`src/rtl/i2c_slave_fifo_if.sv`:
```
// rtl/i2c_slave_fifo_if.sv - I2C target bridging master writes to an RX FIFO and master reads from a TX FIFO
// Ports:
//   clk, rst              system clock (>= 8x SCL), async active-high reset
//   scl_in, sda_in        raw asynchronous bus pads
//   sda_oe                open-drain SDA pull-down enable
//   rx_wr_en/rx_wr_data   push port of the RX FIFO, rx_wr_full its full flag
//   tx_rd_en/tx_rd_data   pop port of a show-ahead TX FIFO, tx_rd_empty its empty flag
//   busy                  addressed transfer in progress (match .. STOP)
//   rx_overflow           pulse: written byte dropped, RX FIFO full
//   tx_underrun           pulse: read byte requested, TX FIFO empty (0xFF sent)
module i2c_slave_fifo_if #(
    parameter logic [6:0] SLAVE_ADDR = 7'h50,
    parameter int         DSIZE      = 8
) (
    input  logic             clk,
    input  logic             rst,
    input  logic             scl_in,
    input  logic             sda_in,
    output logic             sda_oe,
    output logic             rx_wr_en,
    output logic [DSIZE-1:0] rx_wr_data,
    input  logic             rx_wr_full,
    output logic             tx_rd_en,
    input  logic [DSIZE-1:0] tx_rd_data,
    input  logic             tx_rd_empty,
    output logic             busy,
    output logic             rx_overflow,
    output logic             tx_underrun
);

    localparam logic [2:0] ST_IDLE      = 3'd0;
    localparam logic [2:0] ST_ADDR      = 3'd1;
    localparam logic [2:0] ST_WR_DATA   = 3'd2;
    localparam logic [2:0] ST_RD_DATA   = 3'd3;
    localparam logic [2:0] ST_WAIT_STOP = 3'd4;

    logic             r_scl_s1, r_scl_s2, r_scl_h;
    logic             r_sda_s1, r_sda_s2, r_sda_h;
    logic [2:0]       r_state;
    logic [2:0]       r_bit_cnt;
    logic             r_ack_phase;   // between the 8th rise and the 9th fall
    logic             r_ack_rose;    // 9th rise already seen inside the ack phase
    logic             r_ack_pend;    // we ACK this byte during the 9th bit
    logic [DSIZE-2:0] r_shift;
    logic [DSIZE-1:0] r_tx;
    logic             r_sda_oe, r_rx_wr_en, r_tx_rd_en, r_busy, r_rx_overflow, r_tx_underrun;
    logic [DSIZE-1:0] r_rx_wr_data;

    logic             w_scl_rise, w_scl_fall, w_start, w_stop, w_last_bit;
    logic [DSIZE-1:0] w_byte;

    // Synchronizers preset to the idle-bus level so reset release never fakes an edge.
    always_ff @(posedge clk or posedge rst) begin
        if (rst) begin
            r_scl_s1 <= 1'b1; r_scl_s2 <= 1'b1; r_scl_h <= 1'b1;
            r_sda_s1 <= 1'b1; r_sda_s2 <= 1'b1; r_sda_h <= 1'b1;
        end else begin
            r_scl_s1 <= scl_in; r_scl_s2 <= r_scl_s1; r_scl_h <= r_scl_s2;
            r_sda_s1 <= sda_in; r_sda_s2 <= r_sda_s1; r_sda_h <= r_sda_s2;
        end
    end

    assign w_scl_rise = r_scl_s2 & ~r_scl_h;
    assign w_scl_fall = ~r_scl_s2 & r_scl_h;
    assign w_start    = r_scl_s2 & r_scl_h & ~r_sda_s2 & r_sda_h;
    assign w_stop     = r_scl_s2 & r_scl_h & r_sda_s2 & ~r_sda_h;
    assign w_byte     = {r_shift, r_sda_s2};
    assign w_last_bit = (r_bit_cnt == 3'd7);

    always_ff @(posedge clk or posedge rst) begin
        if (rst) begin
            r_state       <= ST_IDLE;
            r_bit_cnt     <= 3'd0;
            r_ack_phase   <= 1'b0;
            r_ack_rose    <= 1'b0;
            r_ack_pend    <= 1'b0;
            r_shift       <= '0;
            r_tx          <= '1;
            r_sda_oe      <= 1'b0;
            r_rx_wr_en    <= 1'b0;
            r_rx_wr_data  <= '0;
            r_tx_rd_en    <= 1'b0;
            r_busy        <= 1'b0;
            r_rx_overflow <= 1'b0;
            r_tx_underrun <= 1'b0;
        end else begin
            r_rx_wr_en    <= 1'b0;
            r_tx_rd_en    <= 1'b0;
            r_rx_overflow <= 1'b0;
            r_tx_underrun <= 1'b0;
            if (w_start) begin
                r_state     <= ST_ADDR;
                r_bit_cnt   <= 3'd0;
                r_ack_phase <= 1'b0;
                r_ack_rose  <= 1'b0;
                r_ack_pend  <= 1'b0;
                r_sda_oe    <= 1'b0;
            end else if (w_stop) begin
                r_state     <= ST_IDLE;
                r_ack_phase <= 1'b0;
                r_ack_rose  <= 1'b0;
                r_ack_pend  <= 1'b0;
                r_sda_oe    <= 1'b0;
                r_busy      <= 1'b0;
            end else if (r_state != ST_IDLE) begin
                if (w_scl_rise) begin
                    if (!r_ack_phase) begin
                        r_shift   <= w_byte[DSIZE-2:0];
                        r_bit_cnt <= r_bit_cnt + 3'd1;
                        if (w_last_bit) begin
                            r_ack_phase <= 1'b1;
                            r_ack_rose  <= 1'b0;
                            case (r_state)
                                ST_ADDR: begin
                                    if (w_byte[DSIZE-1:1] == SLAVE_ADDR) begin
                                        r_busy     <= 1'b1;
                                        r_ack_pend <= 1'b1;
                                        if (w_byte[0]) begin
                                            r_state <= ST_RD_DATA;
                                            if (!tx_rd_empty) begin
                                                r_tx       <= tx_rd_data;
                                                r_tx_rd_en <= 1'b1;
                                            end else begin
                                                r_tx          <= '1;
                                                r_tx_underrun <= 1'b1;
                                            end
                                        end else begin
                                            r_state <= ST_WR_DATA;
                                        end
                                    end else begin
                                        r_state <= ST_WAIT_STOP;
                                    end
                                end
                                ST_WR_DATA: begin
                                    if (!rx_wr_full) begin
                                        r_rx_wr_data <= w_byte;
                                        r_rx_wr_en   <= 1'b1;
                                        r_ack_pend   <= 1'b1;
                                    end else begin
                                        r_rx_overflow <= 1'b1;
                                        r_state       <= ST_WAIT_STOP;
                                    end
                                end
                                default: ;
                            endcase
                        end
                    end else begin
                        // 9th rise: in a read data byte this samples the master's ACK/NACK.
                        r_ack_rose <= 1'b1;
                        if (r_state == ST_RD_DATA && !r_ack_pend) begin
                            if (!r_sda_s2) begin
                                if (!tx_rd_empty) begin
                                    r_tx       <= tx_rd_data;
                                    r_tx_rd_en <= 1'b1;
                                end else begin
                                    r_tx          <= '1;
                                    r_tx_underrun <= 1'b1;
                                end
                            end else begin
                                r_state <= ST_WAIT_STOP;
                            end
                        end
                    end
                end else if (w_scl_fall) begin
                    if (r_ack_phase && !r_ack_rose) begin
                        // 8th fall: start our ACK, or release SDA for the master's ACK.
                        r_sda_oe <= r_ack_pend;
                    end else begin
                        if (r_ack_phase) begin
                            r_ack_phase <= 1'b0;
                            r_ack_pend  <= 1'b0;
                        end
                        if (r_state == ST_RD_DATA) begin
                            r_sda_oe <= ~r_tx[DSIZE-1];
                            r_tx     <= {r_tx[DSIZE-2:0], 1'b1};
                        end else begin
                            r_sda_oe <= 1'b0;
                        end
                    end
                end
            end
        end
    end

    assign sda_oe      = r_sda_oe;
    assign rx_wr_en    = r_rx_wr_en;
    assign rx_wr_data  = r_rx_wr_data;
    assign tx_rd_en    = r_tx_rd_en;
    assign busy        = r_busy;
    assign rx_overflow = r_rx_overflow;
    assign tx_underrun = r_tx_underrun;

endmodule

```
`config.mk`:
```
export PLATFORM = sky130hd
export DESIGN_NAME = i2c_slave_fifo_if
export DESIGN_NICKNAME = d
export VERILOG_FILES = /design/src/rtl/i2c_slave_fifo_if.sv
export SDC_FILE = /design/constraint.sdc
export NUM_CORES = 1
export LEC_CHECK = 0
export ABC_AREA = 1
export ABC_CLOCK_PERIOD_IN_PS = 3400
export CORE_UTILIZATION = 55
export DETAILED_ROUTE_END_ITERATION = 12
export PLACE_DENSITY = 0.79
export SLEW_MARGIN = 30
export SYNTH_ARGS = -nofsm -noshare
export SYNTH_HDL_FRONTEND = slang
export SYNTH_SLANG_ARGS = --single-unit
```
`constraint.sdc`:
```
create_clock -name clk -period 3.4 [get_ports clk]
set_input_delay 0.68 -clock clk [delete_from_list [all_inputs] [get_ports clk]]
set_output_delay 0.68 -clock clk [all_outputs]
set_load 0.02 [all_outputs]
```
==> results.py <==
metrics = {
    "run_status": {
        "status": "finished, final reports clean",
    },
    "worst_setup_path": {
        "cp_common_cell": "nand2_1",
        "rrSetupSlack_ns": 1.24,
        "ff2ff_path_depth": 7,
        "worstPathMaxFanout": 12,
        "path_cells": "ha_1, inv_1, nor2_2, nand2_2, nand2_4, nand2_1, nand2_1",
        "cp-start-kind": "register",
        "worstSetupPathType": "register to register",
        "arrival_ns": 2.40,
        "crit_end": "r_tx[5]$_DFFE_PP1P_",
        "r2r-start": "r_scl_s2$_DFF_PP1_",
        "cp_slowest_cell": "dfstp_2",
        "startpoint": "r_scl_s2$_DFF_PP1_",
        "required_ns": 3.64,
        "end_kind": "register",
        "crit_path_max_incr_delay_ns": 0.56,
        "r2r_end": "r_tx[5]$_DFFE_PP1P_",
    },
    "sta": {
        "tns_ns": 0,
        "slew_viol_final": 0,
        "finalCritPeriodShare": 0.636,
        "fin_skew_ns": 0.00882,
        "worstMarginPinSlew_ns": 0.532,
        "relSlewSlack": 0.646,
        "setup_viol": 0,
        "fmax_mhz": 463,
        "fin_crit_ns": 2.16,
        "grt_setup_unrepaired": "no",
        "finalHoldViolCount": 0,
    },
    "cts": {
        "hold_buffers": 0,
        "worstSkewPairLatency_ns": 0.30,
        "postCtsResizedCells": 0,
        "clkSinkCount": 44,
        "cts_tree": "built",
        "h-tree-depth": 2,
        "clk_path_buf_depth": 2,
        "post_cts.repair.setup_buffers": 0,
        "cts.clk_slew.worst_paths_ns": 0.08,
        "clockRootBuffer": "clkbuf_8",
        "numCtsBuffers": 5,
    },
    "floorplan": {
        "dieArea_um2": 4380,
        "core_region_area_um2": 3800,
        "initial_core_util": 0.596,
        "pin_count": 28,
        "die_w_um": 66.2,
        "num_rows": 22,
        "dieHeight_um": 66.2,
    },
    "pwr": {
        "p_seq_frac": 0.508,
        "p_comb_frac": 0.280,
        "clockPowerShare": 0.212,
        "p_leak_nw": 1.30,
        "swShare": 0.346,
        "power_density_nw_per_um2": 562,
        "switchingPower_mw": 0.516,
        "internal_power_mw": 0.975,
        "vdd.ir_drop.worst_mv": 0.348,
    },
    "layout": {
        "nets": 325,
        "antennaDiodeCount": 0,
        "area_growth_pct": 17.2,
        "drive_gt1_frac": 0.160,
        "fillers": 299,
        "final_area_um2": 2650,
        "final_common_cell": "nand2_1",
        "final_cell_mix": "nand2_1, dfrtp_1, clkdlybuf4s50_1",
    },
    "drt": {
        "firstDrtPassIters": 4,
        "drt_iter0_markers": 122,
        "drc": 0,
        "post_drt_wl_per_cell_um": 11.9,
        "vias": 1828,
        "viasPerCell": 5.15,
        "drt_wl_total_um": 4230,
        "drtAntennaViolNets": 0,
    },
    "logic_synthesis": {
        "synth_cell_types": 28,
        "synthMuxAreaShare": 0,
        "avgSynthCellArea_um2": 8.17,
        "ys_seq_elements": 44,
        "synthCells": 277,
        "syn_area_um2": 2260,
        "synth_top_family_by_area": "simple AND/OR/NAND/NOR gates",
        "yosys.area_share.adder": 0.0276,
        "synth-xor-area-share": 0,
        "yosys.area_share.simple": 0.329,
        "syn_nets": 296,
        "synth-compound-area-share": 0.0896,
        "ys_seq_area_frac": 0.494,
        "yosysWarnings": 0,
    },
    "grt": {
        "grt_pass1_wl_um": 7620,
        "grt_pass1_vias": 1724,
        "antenna_found_initial": 0,
        "grt_use_total": 0.234,
        "grt_overflow": 0,
        "grt_max_degree": 45,
    },
    "hold_path": {
        "min_path_type": "register to register",
    },
    "placement": {
        "portBuffers": 27,
        "placed_area_um2": 2570,
        "gp_congestion": 0.893,
        "place_hpwl_um": 3120,
    },
    "flow_run": {
        "max-cap-violations": 0,
    },
}
[Yosys cell counts]
master	count	area, um^2
nor2_4	2	22.5
nor4_1	1	6.26
nor2_8	1	20.0
nor2_1	22	82.6
o21ai_2	7	61.3
inv_1	23	86.3
nand2_4	4	45.0
ha_1	5	62.6
nand3_2	1	10.0
inv_2	4	15.0
o21bai_1	1	7.51
buf_2	3	15.0
nor3_2	1	10.0
dfrtp_1	30	751
nand2_1	97	364
nand3_4	1	17.5
a21oi_2	1	8.76
buf_6	1	11.3
nor2_2	2	12.5
o21ai_1	7	35.0
nand3_1	21	105
nand4_1	4	25.0
clkbuf_1	2	7.51
o21ai_0	14	70.1
nor3_1	1	5.00
a21oi_1	4	20.0
dfstp_2	14	368
nand2_2	3	18.8
[worst min path at each step]
stage                       start                  to  slack, ns  cells past startpoint
2_1_floorplan  r_scl_s1$_DFF_PP1_  r_scl_s2$_DFF_PP1_       0.35                      0
3_3_place_gp   r_sda_s1$_DFF_PP1_  r_sda_s2$_DFF_PP1_       0.35                      0
3_5_place_dp   r_sda_s1$_DFF_PP1_  r_sda_s2$_DFF_PP1_       0.35                      0
4_1_cts        r_sda_s1$_DFF_PP1_  r_sda_s2$_DFF_PP1_       0.36                      0
5_1_grt        r_sda_s1$_DFF_PP1_  r_sda_s2$_DFF_PP1_       0.36                      0
6_report       r_sda_s1$_DFF_PP1_  r_sda_s2$_DFF_PP1_       0.36                      0
[layer usage]
metal  part of all wire  track usage  routed length, um  vias up
li1                   -            -                  -      935
met4              0.018       0.0798                 76        0
met3              0.055       0.0655                232        7
met1               0.48        0.324               2030      828
met5                  0            0                  0        -
met2               0.45        0.353               1880       58
[power groups by stage]
stage	Sequential [mW]	Clock [mW]	Combinational (mW)
finish	0.758	0.315	0.418
global route	0.775	0.351	0.481
CTS	0.757	0.322	0.420
detailed placement	0.766	0	0.419
global placement	0.767	0	0.404
floorplan	0.751	0	0.331
[kinds of logic (layout without fill, tap and decap cells)]
logic type / count (synthesis) / in the layout
fa+ha+maj: 5 / 5
buf+inv: 33 / 63
compound gates: 34 / 34
simple gates: 161 / 161
flops: 44 / 44
[critical path, delay by kind of cell, from the launching register on]
family,cells,cell delay (ns)
and+or+nand+nor,5,0.89
DFF,1,0.56
adders and majority gates,1,0.38
buffers and inverters,1,0.28
[sequential cells by signal (all words and copies together) (netlist names), 3 cells and up]
name	cells
r_tx	8
r_shift	7
r_state	3
rx_wr_data	8
r_bit_cnt	3
[final cells by class]
cell class | count | area [um^2] | share of cell area
clock inverter | 2 | 12.5 | 0.00472
multi-input combinational | 200 | 1010 | 0.381
timing repair buffer | 28 | 278 | 0.105
tap | 48 | 60.1 | 0.0226
clock buffer | 6 | 72.6 | 0.0274
inverter | 27 | 101 | 0.0382
sequential | 44 | 1120 | 0.422
[through the flow]
stage                     hold slack [ns]  power (mW)  worst slack, ns  std cells  utilization
after floorplan                     0.345        1.08             1.71        277            -
after global placement              0.346        1.17             1.37        347        0.676
after detailed placement            0.347        1.18             1.25        347        0.676
after CTS                           0.359        1.50             1.24        355        0.698
after global routing                0.363        1.61             1.01        355        0.698
final                               0.358        1.49             1.24        355        0.698
Note: power is estimated with default switching activity, not from simulation.
